### config.mk
export PLATFORM = sky130hd
export DESIGN_NAME = pwm_led_array
export DESIGN_NICKNAME = d
export VERILOG_FILES = /design/src/rtl/pwm_led_array.sv
export SDC_FILE = /design/constraint.sdc
export NUM_CORES = 1
export LEC_CHECK = 0
export CORE_MARGIN = 2
export CORE_UTILIZATION = 30
export CTS_BUF_LIST = sky130_fd_sc_hd__clkbuf_8
export CTS_CLUSTER_DIAMETER = 100
export DETAILED_ROUTE_END_ITERATION = 7
export SETUP_SLACK_MARGIN = 0.2
export SYNTH_ARGS = -nofsm -noshare
export SYNTH_HDL_FRONTEND = slang
export SYNTH_SLANG_ARGS = --single-unit
export TNS_END_PERCENT = 10
### constraint.sdc
create_clock -name clk -period 5.6 [get_ports clk]
set_input_delay 0.56 -clock clk [delete_from_list [all_inputs] [get_ports clk]]
set_output_delay 0.56 -clock clk [all_outputs]
set_load 0.02 [all_outputs]
### src/rtl/pwm_led_array.sv
// Multi-channel PWM LED driver: one shared free-running period counter, per-channel
// target/current duty registers with optional step-limited fading at period boundaries.
module pwm_led_array #(
  parameter int WIDTH    = 8,
  parameter int CHANNELS = 3,
  parameter int STEP     = 1
) (
  input  logic                      clk,
  input  logic                      rst,
  input  logic                      an,
  input  logic                      fade_en,
  input  logic                      cfg_valid,
  output logic                      cfg_ready,
  input  logic [CHANNELS*WIDTH-1:0] cfg_data,
  output logic [CHANNELS-1:0]       led_o,
  output logic                      sync,
  output logic                      half,
  output logic                      done
);

  localparam logic [WIDTH-1:0] CNT_MAX = '1;
  localparam logic [WIDTH-1:0] STEP_W  = WIDTH'(STEP);

  logic [WIDTH-1:0]    count_reg;
  logic [CHANNELS-1:0] pwm;
  logic [CHANNELS-1:0] match;
  logic                wrap;
  logic                accept;

  assign wrap      = (count_reg == CNT_MAX);
  assign cfg_ready = rst;
  assign accept    = cfg_valid & cfg_ready;

  always_ff @(posedge clk or negedge rst) begin
    if (!rst) begin
      count_reg <= '0;
    end else begin
      count_reg <= count_reg + 1'b1;
    end
  end

  generate
    for (genvar gi = 0; gi < CHANNELS; gi++) begin : g_chan
      logic [WIDTH-1:0] tgt_reg;
      logic [WIDTH-1:0] cur_reg;
      logic [WIDTH-1:0] cur_next;
      logic [WIDTH-1:0] up_gap;
      logic [WIDTH-1:0] dn_gap;
      logic             p_reg;

      // Gaps are only used on the side where they are non-negative, so no wrap can occur.
      always_comb begin
        up_gap   = tgt_reg - cur_reg;
        dn_gap   = cur_reg - tgt_reg;
        cur_next = cur_reg;
        if (!fade_en) begin
          cur_next = tgt_reg;
        end else if (cur_reg < tgt_reg) begin
          cur_next = cur_reg + ((up_gap < STEP_W) ? up_gap : STEP_W);
        end else if (cur_reg > tgt_reg) begin
          cur_next = cur_reg - ((dn_gap < STEP_W) ? dn_gap : STEP_W);
        end
      end

      // cur_next is built from the pre-edge tgt_reg, so a load on the wrap edge lands one period later.
      always_ff @(posedge clk or negedge rst) begin
        if (!rst) begin
          tgt_reg <= '0;
          cur_reg <= '0;
          p_reg   <= 1'b0;
        end else begin
          if (accept) begin
            tgt_reg <= cfg_data[gi*WIDTH +: WIDTH];
          end
          if (wrap) begin
            cur_reg <= cur_next;
          end
          p_reg <= (cur_reg == CNT_MAX) || (cur_reg > count_reg);
        end
      end

      assign pwm[gi]   = p_reg;
      assign match[gi] = (cur_reg == tgt_reg);
    end
  endgenerate

  assign led_o = pwm ^ {CHANNELS{an}};
  assign sync  = (count_reg == '0);
  assign half  = count_reg[WIDTH-1];
  assign done  = &match;

endmodule

==> results.py <==
metrics = {
    "place": {
        "placed_cells": 1010,
        "placed_area_mm2": 0.00691,
        "numPortBuffers": 35,
        "hpwl_um": 11500,
        "gp_congestion": 0.856,
    },
    "critical_path": {
        "startpoint_type": "flip-flop",
        "startpoint": "g_chan[2].tgt_reg[0]$_DFFE_PN0P_",
        "critPathCaptureType": "flip-flop",
        "r2r-start": "g_chan[2].tgt_reg[0]$_DFFE_PN0P_",
        "cp_slowest_cell": "nor4b_2",
        "slowest_delay_ns": 0.56,
        "crit_chain": "inv_1, ha_1, fa_1, inv_1, a21o_1, a21oi_1, mux2i_1, a2111oi_0, nor4b_2, ha_1, and2_1, inv_1, ha_1, nor2b_1, o21ai_0, a21boi_0, o21ai_0, a21oi_1, nor2_1, mux2i_1, a211o_1",
        "worstSetupPathType": "reg2reg",
        "crit_fanout": 6,
        "cp.arrival_ns": 5.04,
        "cp.required_ns": 5.84,
    },
    "finish": {
        "post-route-util_pct": 34.2,
        "multiInputGateArea_mm2": 0.00445,
        "regArea_mm2": 0.00148,
        "drive_gt1_share_pct": 7.73,
        "finalNonFillerCells": 1025,
        "diodes": 0,
        "final_area_mm2": 0.00713,
        "nNetsFinal": 879,
        "syn_to_final_growth_pct": 12.8,
        "fillers": 2176,
    },
    "synth": {
        "synthArstFlopShare_pct": 100,
        "postSynthAreaPerCell_um2": 8.77,
        "synth_edf_count": 0,
        "yosys_warnings": 0,
        "synth-seq-cells": 59,
        "seq_area_frac_synth_pct": 23.4,
        "synth_cells": 721,
        "synth_cell_types": 70,
        "netlist_area_mm2": 0.00632,
        "ys.flop_type": "dfrtp_1",
    },
    "routing": {
        "wl_um": 14900,
        "wl_per_cell_um": 14.5,
        "drc": 0,
        "drtAntennaViolNets": 0,
        "dr.first_iter.drc_count": 260,
        "routed_via_density": 4.92,
        "firstDrtPassIters": 4,
        "via_count": 5044,
    },
    "clock_network": {
        "cts_tree": "done",
        "ctsHoldBuffers": 0,
        "ctsResizeCount": 0,
        "cts_sinks": 59,
        "cts_buffer_depth": 2,
        "clock_latency_ns": 0.36,
        "post_cts_buffers": 0,
        "htreeDepth": 3,
        "cts-root-buf": "clkbuf_8",
        "path_clk_slew_ns": 0.08,
        "cts_buffers": 9,
    },
    "outcome": {
        "outcome": "finished clean",
    },
    "global_routing": {
        "grt_pass1_vias": 4763,
        "grt_pass1_wl_um": 24400,
        "grt_max_degree": 38,
        "grt_usage_pct": 13.8,
        "antenna_found_initial": 0,
        "gr-total-overflow": 0,
    },
    "floorplanning": {
        "start_util_pct": 30.4,
        "die_x_um": 149,
        "die_y_um": 149,
        "die_area_mm2": 0.0222,
        "row_count": 53,
        "ios": 36,
        "coreArea_mm2": 0.0208,
    },
    "timing": {
        "whs_ns": 0.136,
        "tns_ns": 0,
        "finClkSkew_ns": 0.0105,
        "max_freq_ghz": 0.208,
        "finalCritPeriodShare_pct": 85.8,
        "period_minus_slack_ns": 4.80,
        "slew_violations": 0,
        "hold_violations": 0,
        "tightestPinTransition_ns": 1.03,
        "setup_viol": 0,
        "slew_headroom_pct": 31.6,
        "grt_setup_unrepaired": "no",
    },
    "power": {
        "p_int_mw": 1.08,
        "peakVddDrop_mv": 0.0853,
        "pwr-share-seq_pct": 29.4,
        "power_density_mw_per_mm2": 243,
        "p_leak_nw": 3.31,
        "p_comb_share_pct": 44.9,
        "netSwitchingFraction_pct": 37.5,
        "p_sw_mw": 0.648,
        "pwr-share-clk_pct": 25.6,
    },
    "worst_hold_path": {
        "hold_class": "in2async",
    },
    "run": {
        "drv_cap": 0,
    },
}
-- cell usage in the layout, fill, tap and decap left out, types with 4 or more instances in the layout --
cell type        instances
a211oi_1                 4
nand3_1                 14
fa_1                     9
nor4_1                   4
xor2_1                  18
nor2b_1                 18
and3_1                   4
or2b_1                   4
mux2_2                  24
nor2_1                  34
inv_1                   76
o21a_1                  10
o21ai_0                 51
nand2b_1                19
a2111oi_0                5
a21oi_1                 45
ha_1                    95
clkdlybuf4s50_1         33
nand2_1                 32
clkbuf_8                10
nor3_1                  15
or2_2                    5
nand4_1                 13
a21o_1                  24
o21bai_1                 4
and2_1                   5
dfrtp_1                 59
mux2i_1                 25
xnor2_1                 23
-- stage by stage --
stage	worst slack [ns]	total power, mW
final	0.795	1.73
after global routing	0.249	1.87
after CTS	0.752	1.75
after detailed placement	0.808	1.29
after global placement	0.950	1.29
after floorplan	1.35	1.12
-- power groups by stage --
stage	clock, mW	combinational [mW]	sequential (mW)
2_1_floorplan	0	0.617	0.498
3_3_place_gp	0	0.769	0.517
3_5_place_dp	0	0.773	0.519
4_1_cts	0.460	0.779	0.511
5_1_grt	0.477	0.879	0.515
6_report	0.443	0.777	0.509
-- critical path, delay by kind of cell, from the launching register on --
family                     cells  cell delay, ns
AOI/OAI and AO/OA              8            1.65
adders and majority gates      4            1.18
buffers and inverters          3            0.19
DFF                            1            0.42
muxes                          2            0.22
and+or+nand+nor                4            1.01
-- synth_stat cells (19+ instances only) --
library cell | n | area share, %
mux2i_1 | 25 | 4.0
a21o_1 | 24 | 2.9
mux2_2 | 24 | 4.3
xnor2_1 | 23 | 3.2
a21oi_1 | 45 | 3.6
nand2_1 | 32 | 1.9
o21ai_0 | 51 | 4.0
nand2b_1 | 19 | 1.9
dfrtp_1 | 59 | 23
inv_1 | 76 | 4.5
ha_1 | 95 | 19
nor2_1 | 34 | 2.0
-- layer usage --
layer / up-vias / routed length [um] / GRT usage [%]
met1: 2356 / 7420 / 18.8
met4: 0 / 204 / 3.67
met3: 12 / 447 / 2.48
met5: - / 0 / 0
met2: 82 / 6820 / 22.4
li1: 2594 / - / -
-- worst paths after layout --
kind | endpoint | slack, ns | depth (start not counted)
setup / recovery | g_chan[2].cur_reg[7]$_DFFE_PN0P_ | 0.80 | 21
hold reg to reg | g_chan[1].tgt_reg[7]$_DFFE_PN0P_ | 0.51 | 1
hold / removal | g_chan[0].cur_reg[1]$_DFFE_PN0P_ | 0.14 | 1
setup reg to reg | g_chan[2].cur_reg[7]$_DFFE_PN0P_ | 0.80 | 21
max in group asynchronous | count_reg[3]$_DFF_PN0_ | 4.78 | 2
min in group clk | g_chan[1].tgt_reg[7]$_DFFE_PN0P_ | 0.51 | 1
-- final cells by class --
| class | instances | area share [%] |
|---|---|---|
| Multi-Input combinational cell | 562 | 62.4 |
| Sequential cell | 59 | 20.7 |
| Timing Repair Buffer | 38 | 5.09 |
| Tap cell | 275 | 4.83 |
| Inverter | 76 | 4.00 |
| Clock buffer | 10 | 1.93 |
| Clock inverter | 5 | 1.09 |
-- logic make-up (layout without fill, tap and decap cells) --
| kind of cell | Yosys count | in the layout | share of synthesized area (%) |
|---|---|---|---|
| AOI/OAI and AO/OA | 179 | 179 | 18.7 |
| xor gates and xnor gates | 41 | 41 | 5.68 |
| adders and majority gates | 104 | 104 | 21.7 |
| buffers and inverters | 102 | 129 | 6.41 |
| DFF | 59 | 59 | 23.4 |
| muxes | 49 | 49 | 8.24 |
| other | 1 | 3 | 0.0593 |
| and+or+nand+nor | 186 | 186 | 15.9 |
Note: power is estimated with default switching activity, not from simulation.
